==> config.mk <==
export PLATFORM = sky130hd
export DESIGN_NAME = wb_stage_flat
export DESIGN_NICKNAME = d
export VERILOG_FILES = /design/src/rtl/cpu_pkg.sv /design/src/rtl/wb_stage_if.sv /design/src/rtl/wb_stage_load_extract.sv /design/src/rtl/wb_stage.sv /design/src/flat_wrapper.sv
export SDC_FILE = /design/constraint.sdc
export NUM_CORES = 1
export LEC_CHECK = 0
export CAP_MARGIN = 10
export CORE_MARGIN = 3
export CORE_UTILIZATION = 49
export CTS_CLUSTER_SIZE = 30
export DETAILED_ROUTE_END_ITERATION = 7
export PLACE_DENSITY = 0.87
export SLEW_MARGIN = 20
export SYNTH_ARGS = -nofsm -noshare
export SYNTH_HDL_FRONTEND = slang
export SYNTH_SLANG_ARGS = --single-unit
==> constraint.sdc <==
create_clock -name clk -period 6.8 [get_ports clk]
set_input_delay 1.36 -clock clk [delete_from_list [all_inputs] [get_ports clk]]
set_output_delay 1.36 -clock clk [all_outputs]
set_load 0.005 [all_outputs]
==> src/rtl/cpu_pkg.sv <==
// rtl/cpu_pkg.sv - shared core types: writeback select, load funct3 codes, datapath width
package cpu_pkg;

  localparam int XLEN = 32;

  typedef enum logic [1:0] {
    WB_ALU = 2'd0,
    WB_MEM = 2'd1,
    WB_PC4 = 2'd2
  } wb_sel_e;

  localparam logic [2:0] F3_LB  = 3'd0;
  localparam logic [2:0] F3_LH  = 3'd1;
  localparam logic [2:0] F3_LW  = 3'd2;
  localparam logic [2:0] F3_LBU = 3'd4;
  localparam logic [2:0] F3_LHU = 3'd5;

endpackage

==> src/rtl/wb_stage_if.sv <==
// rtl/wb_stage_if.sv - MEM->WB pipeline inputs, load data and register-file/forwarding outputs
interface wb_stage_if #(
  parameter int XLEN = cpu_pkg::XLEN
);
  import cpu_pkg::*;

  logic            in_valid;
  logic            in_reg_write;
  wb_sel_e         in_wb_sel;
  logic [2:0]      in_funct3;
  logic [4:0]      in_rd;
  logic [XLEN-1:0] in_alu_result;
  logic [XLEN-1:0] in_pc4;
  logic [XLEN-1:0] dmem_rdata;

  logic            rf_write_en;
  logic [4:0]      rf_write_reg;
  logic [XLEN-1:0] rf_write_data;
  logic            fwd_valid;
  logic [4:0]      fwd_rd;
  logic [XLEN-1:0] fwd_data;

  // MEM stage / data SRAM side: produces the instruction and load data
  modport master (
    output in_valid, in_reg_write, in_wb_sel, in_funct3, in_rd,
           in_alu_result, in_pc4, dmem_rdata,
    input  rf_write_en, rf_write_reg, rf_write_data,
           fwd_valid, fwd_rd, fwd_data
  );

  // Writeback stage side
  modport slave (
    input  in_valid, in_reg_write, in_wb_sel, in_funct3, in_rd,
           in_alu_result, in_pc4, dmem_rdata,
    output rf_write_en, rf_write_reg, rf_write_data,
           fwd_valid, fwd_rd, fwd_data
  );
endinterface

==> src/rtl/wb_stage_load_extract.sv <==
// rtl/wb_stage_load_extract.sv - byte/halfword/word selection and extension of load data
module load_extract
  import cpu_pkg::*;
#(
  parameter int XLEN = cpu_pkg::XLEN
) (
  input  logic [XLEN-1:0] data,
  input  logic [2:0]      funct3,
  input  logic [1:0]      offset,
  output logic [XLEN-1:0] result
);

  logic [7:0]  byte_sel;
  logic [15:0] half_sel;

  // Pick the addressed byte/halfword, then extend by load type; reserved codes read as zero
  always_comb begin
    byte_sel = data[{offset, 3'b000} +: 8];
    half_sel = offset[1] ? data[16 +: 16] : data[0 +: 16];
    case (funct3)
      F3_LB:   result = {{(XLEN-8){byte_sel[7]}}, byte_sel};
      F3_LBU:  result = {{(XLEN-8){1'b0}}, byte_sel};
      F3_LH:   result = {{(XLEN-16){half_sel[15]}}, half_sel};
      F3_LHU:  result = {{(XLEN-16){1'b0}}, half_sel};
      F3_LW:   result = data;
      default: result = '0;
    endcase
  end

endmodule

==> src/rtl/wb_stage.sv <==
// rtl/wb_stage.sv - MEM/WB register, writeback mux, RF write port, forwarding, instret; optional WB_BYPASS_EN
module wb_stage
  import cpu_pkg::*;
#(
  parameter int XLEN  = cpu_pkg::XLEN,
  parameter int CNT_W = 64
) (
  input  logic             clk,
  input  logic             rst,
  input  logic             stall,
  input  logic             flush,
  wb_stage_if.slave        wb,
  output logic [CNT_W-1:0] instret
`ifdef WB_BYPASS_EN
  ,
  input  logic [4:0]       rs1,
  input  logic [4:0]       rs2,
  input  logic [XLEN-1:0]  rf_rdata1,
  input  logic [XLEN-1:0]  rf_rdata2,
  output logic [XLEN-1:0]  id_rdata1,
  output logic [XLEN-1:0]  id_rdata2
`endif
);

  logic            valid_q;
  logic            reg_write_q;
  wb_sel_e         wb_sel_q;
  logic [2:0]      funct3_q;
  logic [4:0]      rd_q;
  logic [XLEN-1:0] alu_result_q;
  logic [XLEN-1:0] pc4_q;
  logic [CNT_W-1:0] instret_q;

  logic [XLEN-1:0] load_data;
  logic [XLEN-1:0] wb_data;
  logic            write_en;

  // MEM/WB register: reset clears everything, flush inserts a bubble, stall holds
  always_ff @(posedge clk) begin
    if (rst) begin
      valid_q      <= 1'b0;
      reg_write_q  <= 1'b0;
      wb_sel_q     <= WB_ALU;
      funct3_q     <= '0;
      rd_q         <= '0;
      alu_result_q <= '0;
      pc4_q        <= '0;
    end else if (flush) begin
      valid_q      <= 1'b0;
      reg_write_q  <= 1'b0;
    end else if (!stall) begin
      valid_q      <= wb.in_valid;
      reg_write_q  <= wb.in_reg_write;
      wb_sel_q     <= wb.in_wb_sel;
      funct3_q     <= wb.in_funct3;
      rd_q         <= wb.in_rd;
      alu_result_q <= wb.in_alu_result;
      pc4_q        <= wb.in_pc4;
    end
  end

  // Retire count: an instruction counts on the edge it leaves WB, so a stalled one counts once
  always_ff @(posedge clk) begin
    if (rst) begin
      instret_q <= '0;
    end else if (valid_q && !stall) begin
      instret_q <= instret_q + 1'b1;
    end
  end

  load_extract #(.XLEN(XLEN)) u_load_extract (
    .data   (wb.dmem_rdata),
    .funct3 (funct3_q),
    .offset (alu_result_q[1:0]),
    .result (load_data)
  );

  // Writeback value select; the unused encoding falls back to the ALU result
  always_comb begin
    case (wb_sel_q)
      WB_MEM:  wb_data = load_data;
      WB_PC4:  wb_data = pc4_q;
      default: wb_data = alu_result_q;
    endcase
  end

  // x0 writes are dropped here so the register file need not special-case them
  assign write_en         = valid_q & reg_write_q & (rd_q != 5'd0);

  assign wb.rf_write_en   = write_en;
  assign wb.rf_write_reg  = rd_q;
  assign wb.rf_write_data = wb_data;
  assign wb.fwd_valid     = write_en;
  assign wb.fwd_rd        = rd_q;
  assign wb.fwd_data      = wb_data;
  assign instret          = instret_q;

`ifdef WB_BYPASS_EN
  // Write-before-read for decode: a same-cycle WB write overrides the stale RF read
  always_comb begin
    id_rdata1 = (write_en && (rs1 == rd_q)) ? wb_data : rf_rdata1;
    id_rdata2 = (write_en && (rs2 == rd_q)) ? wb_data : rf_rdata2;
  end
`endif

endmodule

==> src/flat_wrapper.sv <==
// flat-port wrapper written by rule: the top's interface ports become plain ports
module wb_stage_flat import cpu_pkg::*;
#(
  parameter int XLEN  = cpu_pkg::XLEN,
  parameter int CNT_W = 64
)
  (clk, rst, stall, flush, instret, wb_in_valid, wb_in_reg_write, wb_in_wb_sel, wb_in_funct3, wb_in_rd, wb_in_alu_result, wb_in_pc4, wb_dmem_rdata, wb_rf_write_en, wb_rf_write_reg, wb_rf_write_data, wb_fwd_valid, wb_fwd_rd, wb_fwd_data);
  wb_stage_if #(.XLEN(XLEN)) wb_i ();
  input  logic clk;
  input  logic rst;
  input  logic stall;
  input  logic flush;
  output logic [CNT_W-1:0] instret;
  input wire logic [$bits(wb_i.in_valid)-1:0] wb_in_valid;
  input wire logic [$bits(wb_i.in_reg_write)-1:0] wb_in_reg_write;
  input wire logic [$bits(wb_i.in_wb_sel)-1:0] wb_in_wb_sel;
  input wire logic [$bits(wb_i.in_funct3)-1:0] wb_in_funct3;
  input wire logic [$bits(wb_i.in_rd)-1:0] wb_in_rd;
  input wire logic [$bits(wb_i.in_alu_result)-1:0] wb_in_alu_result;
  input wire logic [$bits(wb_i.in_pc4)-1:0] wb_in_pc4;
  input wire logic [$bits(wb_i.dmem_rdata)-1:0] wb_dmem_rdata;
  output wire logic [$bits(wb_i.rf_write_en)-1:0] wb_rf_write_en;
  output wire logic [$bits(wb_i.rf_write_reg)-1:0] wb_rf_write_reg;
  output wire logic [$bits(wb_i.rf_write_data)-1:0] wb_rf_write_data;
  output wire logic [$bits(wb_i.fwd_valid)-1:0] wb_fwd_valid;
  output wire logic [$bits(wb_i.fwd_rd)-1:0] wb_fwd_rd;
  output wire logic [$bits(wb_i.fwd_data)-1:0] wb_fwd_data;
  assign wb_i.in_valid = wb_in_valid;
  assign wb_i.in_reg_write = wb_in_reg_write;
  assign wb_i.in_wb_sel = wb_in_wb_sel;
  assign wb_i.in_funct3 = wb_in_funct3;
  assign wb_i.in_rd = wb_in_rd;
  assign wb_i.in_alu_result = wb_in_alu_result;
  assign wb_i.in_pc4 = wb_in_pc4;
  assign wb_i.dmem_rdata = wb_dmem_rdata;
  assign wb_rf_write_en = wb_i.rf_write_en;
  assign wb_rf_write_reg = wb_i.rf_write_reg;
  assign wb_rf_write_data = wb_i.rf_write_data;
  assign wb_fwd_valid = wb_i.fwd_valid;
  assign wb_fwd_rd = wb_i.fwd_rd;
  assign wb_fwd_data = wb_i.fwd_data;
  wb_stage #(.XLEN(XLEN), .CNT_W(CNT_W)) u_core (.clk(clk), .rst(rst), .stall(stall), .flush(flush), .wb(wb_i), .instret(instret));
endmodule
==> impl_metrics.csv, run 1 <==
group,metric,value,unit
run_status,run_status,"finished, final reports clean",
setup_path,critPathMaxFanout,16,
setup_path,cpPeakStageDelay,630,ps
clock_tree,holdBufCountCts,0,
logic_synthesis,synth_nets,1008,
setup_path,endpoint_kind,"output port",
route,wl,23.3,mm
finish,final_common_cell,"clkdlybuf4s50_1",
setup_path,cp-start-kind,"input port",
placed_design,io_buffers,251,
route,via_count,7251,
grt,grt_max_degree,75,
route,drtAntennaViolNets,0,
logic_synthesis,synth_top_area_share,40.1,%
logic_synthesis,synth_area,6980,um2
timing,setup_viol,0,
logic_synthesis,synthCells,893,
grt,met2_usage,45.2,%
timing,fin_crit_sh,81.3,%
placed_design,post-dp-hpwl,16.4,mm
timing,rsz0062_at_grt,"false",
pwr,p_clk_share,47.2,%
finish,final_cell_mix,"clkdlybuf4s50_1, nand2_1, dfxtp_1",
logic_synthesis,synth_seq_cells,140,
route,drt_first_pass_iters,6,
hold_path,whs_path_depth,2,
route,via_per_inst,5.70,
logic_synthesis,ys.flop_type,"dfxtp_1",
timing,tightestPinTransition,1140,ps
pwr,ir_worst_vdd,0.219,mV
clock_tree,root_buffer,"clkbuf_16",
timing,clock_skew,7.74,ps
floorplan,num_io_pins,252,
setup_path,reg2reg_depth,6,
clock_tree,htreeDepth,4,
logic_synthesis,ys_async_sr_fraction,0,%
timing,slew_headroom,23.2,%
run,cap_violations,0,
clock_tree,tritoncts,"done",
pwr,internal-power,1690,uW
grt,grtUsageTotal,28.5,%
hold_path,hold_path.class,"reg2reg",
grt,gr-usage-met1,37.5,%
setup_path,worstPathRequired,5440,ps
clock_tree,cts_buffers,17,
finish,area_delta_synth_final,42.9,%
grt,busiest_layer,"met2",
hold_path,hold_path_end,"u_core.alu_result_q[21]$_SDFFE_PP0P_",
logic_synthesis,synth-edff-count,0,
logic_synthesis,ys_warn_count,0,
grt,antenna_found_initial,2,
finish,design_area,9980,um2
timing,hold_viol_final,0,
setup_path,reg2reg_slack,4170,ps
clock_tree,cts.clk_slew.worst_paths,60,ps
logic_synthesis,synth_seq_area_share,40.1,%
setup_path,crit_chain,"clkdlybuf4s50_1, mux4_2, nand2_1, a211oi_1, nor2_2, a21oi_1, clkdlybuf4s50_1",
placed_design,gp_congestion,0.958,
setup_path,reg2reg_from,"u_core.instret[7]$_SDFFE_PP0P_",
route,avgRoutedWirePerCell,18.3,um
logic_synthesis,yosys-top-cells-area,"dfxtp_1, nand2_1, a21oi_1",
setup_path,critPathKind,"in2out",
finish,drive_above_1_share,6.86,%
setup_path,cp_common_cell,"clkdlybuf4s50_1",
floorplan,start_util,51.3,%
clock_tree,worstSkewPairLatency,420,ps
grt,grt_util_met3,5.97,%
pwr,total_power,2190,uW
clock_tree,ctsResizeCount,0,
clock_tree,cts.sinks,140,
setup_path,rr_endpoint,"u_core.instret[51]$_SDFFE_PP0P_",
timing,fmax,0.181,GHz
logic_synthesis,synth_top_cell_by_area,"dfxtp_1",
clock_tree,postCtsSetupRepairBufs,0,
logic_synthesis,synth.avg_cell_area,7.82,um2
logic_synthesis,synth_cell_types,42,
hold_path,min_from,"u_core.alu_result_q[21]$_SDFFE_PP0P_",
setup_path,cp.arrival,4170,ps
pwr,pwr-share-comb,13.6,%
grt,grt_pass1_vias,6764,
floorplan,rows,42,
pwr,p_sw_share,22.8,%
pwr,switchingPower,498,uW
pwr,power_density,219,nW/um2
floorplan,fp.coreArea,13600,um2
finish,nets,1196,
floorplan,dieArea,15700,um2
pwr,p_seq_share,39.2,%
route,drc,0,
pwr,p_leak,0.00340,uW
floorplan,die_y,125,um
placed_design,place_area,9310,um2
floorplan,die-width,125,um
clock_tree,clockBufferDepth,2,
setup_path,cpMaxStageDelayCell,"nor2_2",
grt,grt_overflow,0,
route,drtIter0Drc,707,
grt,grt_pass1_wl,36.3,mm
timing,final-max-slew-violation-count,0,
timing,finalCriticalPeriod,5530,ps
timing,tns,0,ps
per-stage QoR:
step | hold slack [ps] | instances | utilization [%] | setup WS (ps)
after global placement | 440 | 1238 | 68.4 | 1090
after floorplan | 433 | 893 | - | 2470
after global routing | 474 | 1272 | 73.3 | 1170
after CTS | 456 | 1270 | 73.3 | 909
after detailed placement | 449 | 1238 | 68.4 | 913
final | 454 | 1272 | 73.3 | 1270
synth_stat cells (2+ instances only):
master    count
a21oi_1     131
nand4_1      24
dfxtp_1     140
or3_1        18
or4_1        10
a22oi_1      25
ha_1          3
buf_2         2
nor4_1        7
mux2_2       14
inv_1        13
nor2b_1      26
and2_1        4
buf_4        38
or2_2         5
nand3_1      17
xor2_1       20
mux2i_1       4
nand4b_1      2
clkbuf_1     51
a222oi_1      7
and4_1        4
nor3_1       11
xnor2_1      19
o21ai_0      26
and3_1        5
nand2_1     180
nor4_2        3
nor2_1       53
o31ai_1       8
nand4_2       5
a21o_1        8
critical path: cells and delay by family:
| kind | cells | cell delay (ps) |
|---|---|---|
| simple gates | 2 | 920 |
| mux | 1 | 500 |
| compound gates | 2 | 400 |
| buf+inv | 2 | 970 |
power by group through the flow:
stage | registers [uW] | clock network (uW) | logic [uW]
after floorplan | 868 | 0 | 141
after global placement | 873 | 0 | 290
after detailed placement | 874 | 0 | 293
after CTS | 857 | 1040 | 295
after global routing | 859 | 1080 | 317
final | 857 | 1030 | 297
flip-flops by register name, summed over array words and instances, names as in the netlist:
name                 count
u_core.alu_result_q     32
u_core.funct3_q          3
u_core.instret          64
u_core.pc4_q            32
u_core.reg_write_q       1
u_core.valid_q           1
u_core.wb.fwd_rd         5
u_core.wb_sel_q          2
worst max-delay path by stage:
stage                      startpoint                    to  slack [ps]
floorplan           wb_dmem_rdata[31]  wb_rf_write_data[16]        2470
global placement    wb_dmem_rdata[31]       wb_fwd_data[19]        1090
detailed placement  wb_dmem_rdata[31]       wb_fwd_data[19]         910
CTS                 wb_dmem_rdata[31]       wb_fwd_data[19]         910
global route        wb_dmem_rdata[31]       wb_fwd_data[19]        1170
finish              wb_dmem_rdata[31]       wb_fwd_data[19]        1270
metal layers:
layer	share of wire [%]	up-vias
met5	0	-
met4	3.5	0
met3	8.5	49
met2	46	367
met1	42	3399
li1	-	3436
layout make-up:
class                           instances  area (um2)
Tap cell                              176         220
Inverter                               13        48.8
Clock inverter                         11         189
Multi-Input combinational cell        649        3670
Sequential cell                       140        2800
Timing Repair Buffer                  260        2580
Clock buffer                           21         470
Antenna cell                            2        5.00
Fill cell                            1060        3630
kinds of logic (layout without fill, tap and decap cells):
| group | Yosys count | after routing | synth area share (%) |
|---|---|---|---|
| compound gates | 209 | 209 | 17.1 |
| buf+inv | 104 | 305 | 7.67 |
| fa+ha+maj | 3 | 3 | 0.537 |
| flops | 140 | 140 | 40.1 |
| xor+xnor | 39 | 39 | 4.89 |
| simple gates | 379 | 379 | 26.5 |
| mux | 19 | 19 | 3.15 |
| other cells | 0 | 2 | 0 |
(Power assumes the default switching activity.)
==> run 2, diff against run 1 <==
CORE_UTILIZATION = 41   (was 49)
PLACE_DENSITY = 0.77   (was 0.87)
clock period = 5 ns   (was 6.8 ns; I/O delays follow)
==> run 2 against run 1 <==
Sequential cell count unchanged. Combinational power increased by 36%. Total power increased by 33%. Clock-buffer cell count decreased by 1. Sequential power increased by 37%.
==> impl_metrics.csv, run 2 (synthesized netlist as in run 1, its figures left out) <==
group,metric,value,unit
run_status,run_status,"finished, final reports clean",
grt,grt_pass1_wl,34.7,mm
clock_tree,worstSkewPairLatency,420,ps
clock_tree,tritoncts,"done",
clock_tree,cts.sinks,140,
grt,busiest_layer,"met2",
clock_tree,htreeDepth,4,
timing,hold_viol_final,0,
setup_path,reg2reg_slack,2290,ps
timing,tightestPinTransition,1040,ps
grt,antenna_found_initial,1,
clock_tree,holdBufCountCts,0,
timing,finalCriticalPeriod,4620,ps
timing,slew_headroom,30.4,%
finish,nets,1200,
grt,grt_overflow,0,
grt,met2_usage,36.5,%
timing,clock_skew,4.61,ps
hold_path,whs_path_depth,2,
grt,gr-usage-met1,32.4,%
finish,final_common_cell,"clkdlybuf4s50_1",
finish,largest_reg_flops,64,
finish,seq_area,2800,um2
placed_design,post-dp-hpwl,16.6,mm
setup_path,critPathMaxFanout,14,
timing,final-max-slew-violation-count,0,
pwr,ir_worst_vdd,0.248,mV
placed_design,io_buffers,251,
route,avgRoutedWirePerCell,17.4,um
grt,grt_pass1_vias,6471,
setup_path,reg2reg_from,"u_core.instret[7]$_SDFFE_PP0P_",
route,via_per_inst,5.47,
grt,grtUsageTotal,23.8,%
pwr,power_density,289,nW/um2
setup_path,worstPathRequired,4000,ps
route,drtAntennaViolNets,0,
route,drtIter0Drc,605,
floorplan,die-width,137,um
floorplan,dieArea,18600,um2
timing,tns,0,ps
timing,fin_crit_sh,92.4,%
setup_path,crit_start,"u_core.alu_result_q[1]$_SDFFE_PP0P_",
grt,grt_util_met3,6.32,%
setup_path,cp.arrival,3620,ps
floorplan,rows,47,
route,via_count,7200,
hold_path,hold_path.class,"reg2reg",
clock_tree,cts.clk_slew.worst_paths,60,ps
placed_design,gp_congestion,0.910,
clock_tree,ctsResizeCount,0,
route,drt_first_pass_iters,6,
floorplan,num_io_pins,252,
grt,grt_max_degree,65,
finish,drive_above_1_share,6.93,%
clock_tree,cts_buffers,17,
timing,setup_viol,0,
finish,area_delta_synth_final,43.6,%
finish,final_cell_mix,"clkdlybuf4s50_1, nand2_1, dfxtp_1",
setup_path,rr_endpoint,"u_core.instret[61]$_SDFFE_PP0P_",
floorplan,die_y,137,um
finish,antenna_cells,0,
setup_path,critPathKind,"reg2out",
timing,rsz0062_at_grt,"false",
setup_path,cp-start-kind,"register",
route,drc,0,
setup_path,reg2reg_depth,5,
finish,multiInputGateArea,3660,um2
floorplan,fp.coreArea,16600,um2
timing,whs,455,ps
setup_path,crit_path_end,"wb_fwd_data[5]",
route,wl,23.0,mm
pwr,p_leak,0.00340,uW
floorplan,start_util,42.0,%
clock_tree,root_buffer,"clkbuf_16",
timing,fmax,0.217,GHz
setup_path,endpoint_kind,"output port",
finish,num-fill-cells,1504,
run,cap_violations,0,
clock_tree,clockBufferDepth,2,
clock_tree,postCtsSetupRepairBufs,0,
-- run 2: changes by cell type in the layout (fill, tap and decap cells not counted) --
cell	before	now
clkbuf_8	3	1
inv_6	0	1
nor2_2	1	0
buf_12	0	1
diode_2	2	0
clkbuf_1	1	2
buf_4	10	13
bufinv_16	5	4
nor2_1	51	52
-- run 2: area by class of cell --
cell class              instances  area share (%)
flip-flops and latches        140            28.0
clock inverters                11            1.67
repair buffers                264            26.1
clock buffers                  20            4.46
inverters                      13           0.487
well taps                     220            2.75
multi-input cells             649            36.6
-- run 2: how the worst min path moves through the flow --
| stage | to | from | slack, ps |
|---|---|---|---|
| 2_1_floorplan | u_core.alu_result_q[2]$_SDFFE_PP0P_ | u_core.alu_result_q[2]$_SDFFE_PP0P_ | 430 |
| 3_3_place_gp | u_core.alu_result_q[4]$_SDFFE_PP0P_ | u_core.alu_result_q[4]$_SDFFE_PP0P_ | 440 |
| 3_5_place_dp | u_core.pc4_q[21]$_SDFFE_PP0P_ | u_core.pc4_q[21]$_SDFFE_PP0P_ | 450 |
| 4_1_cts | u_core.pc4_q[21]$_SDFFE_PP0P_ | u_core.pc4_q[21]$_SDFFE_PP0P_ | 450 |
| 5_1_grt | u_core.pc4_q[2]$_SDFFE_PP0P_ | u_core.pc4_q[2]$_SDFFE_PP0P_ | 470 |
| 6_report | u_core.alu_result_q[22]$_SDFFE_PP0P_ | u_core.alu_result_q[22]$_SDFFE_PP0P_ | 450 |
-- run 2: critical path, stage by stage, from the launching register on --
cell	delay (ps)
dfxtp_1	770
inv_1	140
nor3_1	860
a222oi_1	350
o21ai_0	310
mux2_2	240
clkdlybuf4s50_1	540
-- run 2: metrics by stage --
stage | total power [uW] | instances | area [um2] | utilization, % | worst slack [ps]
finish | 2900 | 1317 | 10000 | 60.2 | 381
global route | 3010 | 1317 | 10000 | 60.2 | 313
CTS | 2910 | 1317 | 10000 | 60.2 | 563
detailed placement | 1590 | 1286 | 9410 | 56.6 | 562
global placement | 1590 | 1286 | 9410 | 56.6 | 601
floorplan | 1370 | 893 | 6980 | - | 1390
-- run 2: metal layers --
layer | wire, um | vias to the layer above
met3 | 1810 | 40
met5 | 14 | -
met4 | 584 | 2
met1 | 9880 | 3402
met2 | 10700 | 297
li1 | - | 3459
-- run 2: power breakdown --
| part | leakage (uW) | switching, uW | internal [uW] |
|---|---|---|---|
| Clock | 0.000296 | 486 | 844 |
| Combinational | 0.00197 | 173 | 232 |
| Sequential | 0.00114 | 21.1 | 1140 |
| Total | 0.00340 | 680 | 2220 |
